$ cat src/rtl/alarm_controller.sv
// Alarm controller: stores the alarm time, detects a match against the running clock
// and sequences the ringing/snooze behaviour with a beeping buzzer output.
module alarm_controller #(
    parameter int unsigned SNOOZE_SEC       = 300,
    parameter int unsigned RING_TIMEOUT_SEC = 60
) (
    input  logic       clk_i,
    input  logic       rst_i,
    input  logic       tick_1hz_i,
    input  logic [5:0] sec_count_i,
    input  logic [5:0] min_count_i,
    input  logic [4:0] hour_count_i,
    input  logic       alarm_on_i,
    input  logic       set_min_i,
    input  logic       set_hour_i,
    input  logic       snooze_i,
    input  logic       stop_i,
    output logic [5:0] alarm_min_o,
    output logic [4:0] alarm_hour_o,
    output logic       armed_o,
    output logic       ringing_o,
    output logic       snoozing_o,
    output logic       buzzer_o
);

    localparam int unsigned RingW = $clog2(RING_TIMEOUT_SEC + 1);
    localparam int unsigned SnzW  = $clog2(SNOOZE_SEC + 1);

    localparam logic [RingW-1:0] RingLast = RingW'(RING_TIMEOUT_SEC - 1);
    localparam logic [RingW-1:0] RingOne  = RingW'(1);
    localparam logic [SnzW-1:0]  SnzLoad  = SnzW'(SNOOZE_SEC);
    localparam logic [SnzW-1:0]  SnzOne   = SnzW'(1);

    typedef enum logic [1:0] {
        StIdle,
        StArmed,
        StRinging,
        StSnooze
    } state_e;

    state_e           state_q, state_d;
    logic [5:0]       alarm_min_q, alarm_min_d;
    logic [4:0]       alarm_hour_q, alarm_hour_d;
    logic [RingW-1:0] ring_q, ring_d;
    logic [SnzW-1:0]  snz_q, snz_d;
    logic             buzzer_q, buzzer_d;
    logic             match, match_q, trigger;

    assign match   = (hour_count_i == alarm_hour_q) && (min_count_i == alarm_min_q) &&
                     (sec_count_i == 6'd0);
    // Fire only on the first cycle of a match window.
    assign trigger = match && !match_q;

    always_comb begin
        alarm_min_d  = alarm_min_q;
        alarm_hour_d = alarm_hour_q;
        if (state_q == StIdle || state_q == StArmed) begin
            if (set_min_i) begin
                alarm_min_d = (alarm_min_q == 6'd59) ? 6'd0 : alarm_min_q + 6'd1;
            end
            if (set_hour_i) begin
                alarm_hour_d = (alarm_hour_q == 5'd23) ? 5'd0 : alarm_hour_q + 5'd1;
            end
        end
    end

    always_comb begin
        state_d  = state_q;
        ring_d   = ring_q;
        snz_d    = snz_q;
        buzzer_d = buzzer_q;
        if (!alarm_on_i) begin
            state_d  = StIdle;
            ring_d   = '0;
            snz_d    = '0;
            buzzer_d = 1'b0;
        end else begin
            unique case (state_q)
                StIdle: state_d = StArmed;
                StArmed: begin
                    if (trigger) begin
                        state_d  = StRinging;
                        ring_d   = '0;
                        buzzer_d = 1'b1;
                    end
                end
                StRinging: begin
                    if (stop_i) begin
                        state_d = StArmed;
                    end else if (snooze_i) begin
                        state_d = StSnooze;
                        snz_d   = SnzLoad;
                    end else if (tick_1hz_i) begin
                        if (ring_q == RingLast) begin
                            state_d = StArmed;
                        end else begin
                            ring_d   = ring_q + RingOne;
                            buzzer_d = ~buzzer_q;
                        end
                    end
                end
                StSnooze: begin
                    if (stop_i) begin
                        state_d = StArmed;
                    end else if (tick_1hz_i) begin
                        if (snz_q == SnzOne) begin
                            state_d  = StRinging;
                            ring_d   = '0;
                            buzzer_d = 1'b1;
                            snz_d    = '0;
                        end else if (snz_q != '0) begin
                            snz_d = snz_q - SnzOne;
                        end
                    end
                end
                default: state_d = StIdle;
            endcase
        end
        if (state_d != StRinging) begin
            buzzer_d = 1'b0;
        end
    end

    always_ff @(posedge clk_i) begin
        if (rst_i) begin
            state_q      <= StIdle;
            alarm_min_q  <= 6'd0;
            alarm_hour_q <= 5'd0;
            ring_q       <= '0;
            snz_q        <= '0;
            buzzer_q     <= 1'b0;
            match_q      <= 1'b0;
        end else begin
            state_q      <= state_d;
            alarm_min_q  <= alarm_min_d;
            alarm_hour_q <= alarm_hour_d;
            ring_q       <= ring_d;
            snz_q        <= snz_d;
            buzzer_q     <= buzzer_d;
            match_q      <= match;
        end
    end

    assign alarm_min_o  = alarm_min_q;
    assign alarm_hour_o = alarm_hour_q;
    assign armed_o      = (state_q != StIdle);
    assign ringing_o    = (state_q == StRinging);
    assign snoozing_o   = (state_q == StSnooze);
    assign buzzer_o     = buzzer_q;

endmodule

$ cat config.mk
export PLATFORM = sky130hd
export DESIGN_NAME = alarm_controller
export DESIGN_NICKNAME = d
export VERILOG_FILES = /design/src/rtl/alarm_controller.sv
export SDC_FILE = /design/constraint.sdc
export NUM_CORES = 1
export LEC_CHECK = 0
export BUFFER_PORTS_ARGS = -buffer_cell sky130_fd_sc_hd__buf_2
export CAP_MARGIN = 20
export CORE_UTILIZATION = 40
export DETAILED_ROUTE_END_ITERATION = 7
export GPL_ROUTABILITY_DRIVEN = 0
export SLEW_MARGIN = 5
export SYNTH_ARGS = -nofsm -noshare
export SYNTH_HDL_FRONTEND = slang
export SYNTH_SLANG_ARGS = --single-unit
$ cat constraint.sdc
create_clock -name clk_i -period 2.64 [get_ports clk_i]
set_clock_uncertainty 0.05 [all_clocks]
set_input_delay 0.528 -clock clk_i [delete_from_list [all_inputs] [get_ports clk_i]]
set_output_delay 0.528 -clock clk_i [all_outputs]
set_load 0.05 [all_outputs]
==> After elaboration in Yosys (flattened, before gate mapping) <==
Cells that the tools add are included.
{ "totals": {"register_bits": 30, "output_inout_bits": 15, "word_cells": 87} }
{ "op_classes": {"n_addsub": 4, "n_eq_ne": 20, "mux": 37, "n_bitwise": 2, "reduce_logical": 17} }
{ "op_table": {"columns": ["cell", "count"], "rows": [
  ["6-bit 2-to-1 mux", 9],
  ["9-bit 2-to-1 mux", 6],
  ["2-bit 2-to-1 mux", 9],
  ["2-bit inequality test (second input constant)", 9],
  ["6-bit case mux with 3 select lines", 1],
  ["9-bit case mux with 2 select lines", 1],
  ["6-bit by 1-bit adder with 6-bit output (second input constant)", 2],
  ["6-bit equality test (second input constant)", 2],
  ["9-bit by 1-bit equality test with 1-bit output (second input constant)", 1],
  ["9-bit AND reduction", 1],
  ["9-bit nonzero test", 1],
  ["9-bit by 1-bit subtractor with 9-bit output (second input constant)", 1],
  ["1-bit 2-to-1 mux", 8],
  ["2-bit case mux with 4 select lines", 1],
  ["6-bit equality test", 1],
  ["6-bit logical NOT", 1],
  ["6-bit AND reduction", 1],
  ["5-bit by 1-bit adder with 5-bit output (second input constant)", 1],
  ["5-bit equality test", 1],
  ["5-bit equality test (second input constant)", 1],
  ["5-bit 2-to-1 mux", 1],
  ["2-bit equality test (second input constant)", 2],
  ["2-bit AND reduction", 2],
  ["2-bit nonzero test", 2],
  ["other kinds (12)", 15]
]} }

==> Logic depth before layout (Yosys ltp) <==
Gate-level depths: netlist of the first run.
{ "logic_depth": {"ltp_word": 9, "ltp_mapped": 8, "ltp_nobuf": 7} }

==> Least setup slack after synthesis of the first run <==
OpenSTA, ideal clock, no wires.
{ "synth_timing": {"path_type": "in2reg", "startpoint": "input port sec_count_i[0]", "endpoint": "register buzzer_q, in the netlist buzzer_o", "setup_time_ns": 0.059, "t_arrival_ns": 1.941, "t_required_ns": 2.531, "slack_ns": 0.590, "stages": 5, "path_buffers": 0, "cell_sequence": "or4_1 -> nor4_2 -> nand4_2 -> a21oi_1 -> o211a_1"} }
{ "synth_via": {"elab_chain_cells": 8} }
{ "synth_lines": {"columns": ["item", "line", "rtl"], "rows": [
  ["from (decl)", "10", "input logic [5:0] sec_count_i,"],
  ["6-bit logical NOT *", "50", "(sec_count_i == 6'd0);"],
  ["1-bit logical AND *", "49", "assign match = (hour_count_i == alarm_hour_q) && (min_count_i == alarm_min_q) &&"],
  ["1-bit logical AND *", "52", "assign trigger = match && !match_q;"],
  ["2-bit 2-to-1 mux", "81", "if (trigger) begin"],
  ["2-bit case mux with 4 select lines", "78", "unique case (state_q)"],
  ["2-bit 2-to-1 mux", "72", "if (!alarm_on_i) begin"],
  ["2-bit inequality test", "119", "if (state_d != StRinging) begin"],
  ["3-bit OR reduction (no line)", null, null],
  ["to (signal assigned)", "139", "buzzer_q <= buzzer_d;"],
  ["to (decl)", "46", "logic buzzer_q, buzzer_d;"]
]} }
Mark *: on every way between the ends. The rest lies on a longest branch, timed or not.
A chain may end at the register's enable or synchronous reset.

==> Final worst setup path of the first run <==
{ "layout_timing": {"startpoint": "register state_q[1]", "endpoint": "output port snoozing_o"} }
{ "layout_via": {"elab_chain_cells": 1} }
{ "layout_lines": {"columns": ["item", "line", "rtl"], "rows": [
  ["from (decl)", "41", "state_e state_q, state_d;"],
  ["from (signal assigned)", "126", "state_q <= StIdle;"],
  ["from (signal assigned)", "134", "state_q <= state_d;"],
  ["2-bit equality test", "148", "assign snoozing_o = (state_q == StSnooze);"],
  ["to (decl)", "22", "output logic snoozing_o,"]
]} }
No other way between the ends.

==> results of run 1 <==
-- critical path: cells and delay by family, from the launching register on --
kind	cells	cell delay, ns
AND/OR/NAND/NOR	1	0.23
buffers and inverters	2	0.48
flip-flops	1	0.58
-- routing by layer --
metal	vias to the layer above	routed length [um]	track usage
met5	-	0	0
met4	0	56	0.0658
met3	6	230	0.0538
met2	47	1850	0.283
met1	776	2160	0.250
li1	898	-	-
-- registers in the layout (all words and copies together), names as in the netlist --
register      count
alarm_hour_o      5
match_q           1
alarm_min_o       6
buzzer_o          1
snz_q             9
ring_q            6
state_q           2
-- worst paths after layout --
path / start / to / slack [ns] / depth (start not counted)
hold reg to reg: snz_q[1] / snz_q[1] / 0.41 / 2
hold / removal: snz_q[1] / snz_q[1] / 0.41 / 2
setup / recovery: state_q[1] / snoozing_o / 0.48 / 3
setup reg to reg: snz_q[5] / ring_q[3] / 0.64 / 5
-- layout by cell type, fill, tap and decap left out, types with 3 or more instances in the layout --
cell       n
nand3_1    6
xor2_1    16
buf_2     39
nand2_1   14
a31oi_1    7
nor3_1    10
a21oi_1   15
or3_1      4
inv_1      6
nor2b_1    6
o211ai_1   4
mux2i_1    3
or2_2      4
o31ai_1    3
nor2_1    19
nand2b_1   5
clkbuf_8   5
ha_1       6
dfxtp_1   30
nor4_1     5
o21ai_0    6
buf_4      5
nand4_1    7
-- final cells by class --
| cell class | count | share of cell area |
|---|---|---|
| Timing Repair Buffer | 44 | 0.108 |
| Clock buffer | 5 | 0.0319 |
| Multi-Input combinational cell | 175 | 0.531 |
| Clock inverter | 3 | 0.00987 |
| Tap cell | 52 | 0.0302 |
| Sequential cell | 30 | 0.279 |
| Inverter | 6 | 0.0104 |
-- synth_stat cells (all sizes together), types with 3 or more instances --
library cell	n	area, um2
o211ai	4	30.0
dfxtp	30	601
mux2i	3	30.0
ha	6	75.1
or2	4	25.0
nor3	10	50.1
nor2b	6	37.5
nor2	19	71.3
inv	6	22.5
nand2	14	52.6
a31oi	7	43.8
or3	5	36.3
nor4	6	43.8
buf	3	20.0
or4	3	26.3
nand4	8	56.3
o31ai	3	22.5
xor2	16	140
a21oi	15	75.1
clkbuf	7	27.5
nand3	6	30.0
nand2b	5	31.3
o21ai	7	35.0
-- logic make-up after synthesis --
| group | count (synthesis) | share of synthesized area |
|---|---|---|
| AOI/OAI and AO/OA | 51 | 0.183 |
| adders and majority gates | 6 | 0.0413 |
| DFF | 30 | 0.331 |
| xor gates and xnor gates | 18 | 0.0868 |
| and+or+nand+nor | 97 | 0.303 |
| buffers and inverters | 16 | 0.0386 |
| muxes | 3 | 0.0165 |
-- per-stage QoR --
step	area, um2	setup slack, ns	hold WS, ns
2_1_floorplan	1820	0.590	0.382
3_3_place_gp	2070	0.330	0.396
3_5_place_dp	2070	0.295	0.403
4_1_cts	2160	0.485	0.413
5_1_grt	2160	0.366	0.432
6_report	2160	0.477	0.414
-- power by group --
| group | total (W) | internal, W | switching (W) |
|---|---|---|---|
| sequential | 0.000473 | 0.000460 | 0.0000131 |
| clock | 0.000382 | 0.000185 | 0.000197 |
| combinational | 0.000112 | 0.0000432 | 0.0000688 |
| total | 0.000967 | 0.000688 | 0.000279 |
==> impl_metrics.json, run 1 <==
{
  "status": "finished clean",
  "synthCells": 221,
  "final_antenna_net_count": 0,
  "synth_area_um2": 1820,
  "nets": 293,
  "cpPeakStageDelay_ns": 0.58,
  "start_kind": "flip-flop",
  "dp_hpwl_um": 3060,
  "areaGrowthSynthToFinish_pct": 18.7,
  "cts-hold-fix-buffers": 0,
  "start_util": 0.417,
  "cpMaxStageDelayCell": "dfxtp_1",
  "p_leak_nw": 0.912,
  "rsz0062_at_grt": "no",
  "grt_usage": 0.186,
  "grt_pass1_vias": 1539,
  "cts_resized": 0,
  "power_w": 0.000967,
  "slew_headroom": 0.561,
  "diodes": 0,
  "tightest_slew_ns": 0.658,
  "multi_input_area_um2": 1140,
  "cts_buffers": 5,
  "maxCapViolCount": 0,
  "ys_ff_latch": 30,
  "remaining_drc_errors": 0,
  "ys_seq_area_frac": 0.331,
  "ys.warnings.count": 0,
  "cts_tree": "yes",
  "layout_min_cycle_time_ns": 2.16,
  "finalCritPeriodShare": 0.819,
  "ios": 40,
  "clock_latency_ns": 0.29,
  "worst-setup-path-type": "flip-flop to primary output",
  "async_flop_share": 0,
  "dominantRegCellSynth": "dfxtp_1",
  "p_per_area_nw_per_um2": 449,
  "cp.required_ns": 2.06,
  "htreeDepth": 2,
  "syn_area_per_cell_um2": 8.21,
  "overflow": 0,
  "routed_wirelength_um": 4300,
  "clk_pin_slew_worst_paths_ns": 0.08,
  "drtIter0Drc": 100,
  "cts_setup_buffers": 0,
  "ctsRootBufferMaster": "clkbuf_8",
  "drive_above_1_share": 0.232,
  "portBuffers": 39,
  "hold_class": "flip-flop to flip-flop",
  "slew_violations": 0,
  "die_area_um2": 4810,
  "die_w_um": 69.4,
  "worstPathCellList": "nand2_1 > inv_1 > buf_2",
  "fillers": 428,
  "post-route-util": 0.495,
  "cp-end-kind": "primary output",
  "num_rows": 24,
  "dr_total_vias": 1727,
  "max_freq_mhz": 462,
  "seq_area_um2": 601,
  "ir_drop_v": 0.000210,
  "grt_first_pass_wirelength_um": 7200,
  "finalNonFillerCells": 315,
  "synth_edf_count": 0,
  "antenna_found_initial": 0,
  "clk_path_buf_depth": 2,
  "grt_max_degree": 16,
  "drt-pass1-iter-count": 4,
  "place_inst": 307,
  "core_area_um2": 4350,
  "hold_violations": 0,
  "die_h_um": 69.4,
  "arrival_ns": 1.58,
  "tns_ns": 0,
  "crit_path_max_fanout": 11,
  "synth_nets": 252,
  "wire_per_inst_um": 13.6,
  "vias_per_cell": 5.48,
  "setup_viol": 0,
  "cts.sinks": 30,
  "yosysUniqueCellTypes": 53
}
Power figures use the tool's default switching activity.
==> run 2: changes to the inputs <==
==> constraint.sdc (replaced) <==
create_clock -name clk_i -period 2.2 [get_ports clk_i]
set_clock_uncertainty 0.05 [all_clocks]
set_input_delay 0.44 -clock clk_i [delete_from_list [all_inputs] [get_ports clk_i]]
set_output_delay 0.44 -clock clk_i [all_outputs]
set_load 0.05 [all_outputs]
==> run 2 against run 1 <==
  * Via count rose by 4.1%
  * Cell count up 1.6%
  * First-iteration DRC count rose by 68%
  * Sequential power rose by 20%
  * Non-clock buffer count rose by 5
  * Worst setup slack worse by 0.29 ns
  * Combinational power is 22% higher
  * Critical path depth stayed put
  * Largest cell class unchanged
  * Highest routed layer unchanged
==> impl_metrics.json, run 2 (synthesis gave the netlist of run 1 again) <==
{
  "tightest_slew_ns": 0.506,
  "remaining_drc_errors": 0,
  "use_met2": 0.285,
  "diodes": 0,
  "multi_input_area_um2": 1140,
  "mostFrequentLayoutCells": "buf_2, dfxtp_1, nor2_1",
  "layout_min_cycle_time_ns": 2.01,
  "timing.rr.end": "snz_q[7]",
  "hold_start": "snz_q[1]",
  "top_register": "snz_q",
  "place_inst": 312,
  "worst-setup-path-type": "flip-flop to primary output",
  "slew_headroom": 0.660,
  "die_area_um2": 4810,
  "ctsRootBufferMaster": "clkbuf_8",
  "htreeDepth": 2,
  "hold_violations": 0,
  "cts_buffers": 5,
  "cts-hold-fix-buffers": 0,
  "grt_usage": 0.187,
  "cp-end-kind": "primary output",
  "cpPeakStageDelay_ns": 0.53,
  "start_kind": "flip-flop",
  "vias_per_cell": 5.62,
  "setup_viol": 0,
  "final_antenna_net_count": 0,
  "cts_setup_buffers": 0,
  "hold_slack_ns": 0.403,
  "fillers": 420,
  "r2r_setup_slack_ns": 0.23,
  "die_h_um": 69.4,
  "cpMaxStageDelayCell": "dfxtp_1",
  "min_to": "snz_q[1]",
  "whs_path_depth": 2,
  "reg2reg_from": "snz_q[6]",
  "maxCapViolCount": 0,
  "drt-pass1-iter-count": 4,
  "die_w_um": 69.4,
  "antenna_found_initial": 0,
  "p_per_area_nw_per_um2": 629,
  "wire_per_inst_um": 13.4,
  "finalCritPeriodShare": 0.914,
  "grt_pass1_vias": 1599,
  "drtIter0Drc": 168,
  "rsz0062_at_grt": "no",
  "max_freq_mhz": 497,
  "ir_drop_v": 0.000393,
  "hold_class": "flip-flop to flip-flop",
  "worstPathCellList": "nand2_1 > inv_1 > buf_2",
  "nets": 298,
  "busiest_layer": "met2",
  "design_area_um2": 2250,
  "use_met3": 0.0422,
  "clock_latency_ns": 0.28,
  "cts_resized": 0,
  "finalNonFillerCells": 320,
  "cp.required_ns": 1.71,
  "layout_commonest_cell": "buf_2",
  "crit_path_max_fanout": 11,
  "power_w": 0.00141,
  "cts.sinks": 30,
  "arrival_ns": 1.52,
  "num_rows": 24,
  "pre_cts_ws_ns": -0.0307,
  "seq_area_um2": 601,
  "overflow": 0,
  "clk_path_buf_depth": 2,
  "post_dp_cell_area_um2": 2100,
  "clk_pin_slew_worst_paths_ns": 0.07,
  "grt_util_met1": 0.262,
  "portBuffers": 39,
  "dp_hpwl_um": 3140,
  "p_leak_nw": 0.965,
  "drive_above_1_share": 0.246,
  "reg2reg_depth": 4,
  "grt_first_pass_wirelength_um": 7310,
  "routed_wirelength_um": 4300,
  "cts_tree": "yes",
  "dr_total_vias": 1798,
  "grt_max_degree": 12,
  "fin_ws_ns": 0.190,
  "core_area_um2": 4350,
  "largest_reg_flops": 9,
  "start_util": 0.417,
  "slew_violations": 0,
  "areaGrowthSynthToFinish_pct": 23.7,
  "ios": 40,
  "status": "finished clean"
}
## run 2: area by class of cell
cell class,count,area share
inverters,6,0.0100
clock inverters,2,0.0267
clock buffers,6,0.0368
repair buffers,49,0.120
flip-flops and latches,30,0.267
multi-input cells,175,0.510
well taps,52,0.0290
## run 2: worst max-delay path by stage
stage / start / endpoint / slack [ns] / cells after the start
final: state_q[0] / snoozing_o / 0.19 / 3
after global routing: state_q[0] / snoozing_o / 0.05 / 3
after CTS: state_q[0] / snoozing_o / 0.17 / 3
after detailed placement: sec_count_i[0] / buzzer_o / -0.03 / 6
after global placement: sec_count_i[0] / buzzer_o / -0.005 / 6
after floorplan: alarm_min_o[3] / buzzer_o / 0.24 / 6
## run 2: through the flow
stage / util / setup TNS (ns)
final: 0.516 / 0
after CTS: 0.516 / 0
after global placement: 0.483 / -0.00546
after detailed placement: 0.483 / -0.0368
after global routing: 0.516 / 0
after floorplan: - / 0
## run 2: where the power goes
group          switching [W]  internal (W)
clock network       0.000224      0.000483
logic              0.0000829     0.0000541
registers          0.0000155      0.000552
total               0.000323       0.00109
## run 2: critical path, delay by kind of cell (launching register included)
family | cells | cell delay [ns]
DFF | 1 | 0.53
buffers and inverters | 2 | 0.48
and+or+nand+nor | 1 | 0.24
## run 2: metal layers
| layer | vias to the layer above | routed length [um] |
|---|---|---|
| li1 | 909 | - |
| met1 | 817 | 2130 |
| met2 | 65 | 1880 |
| met3 | 7 | 221 |
| met4 | 0 | 69 |
| met5 | - | 0 |
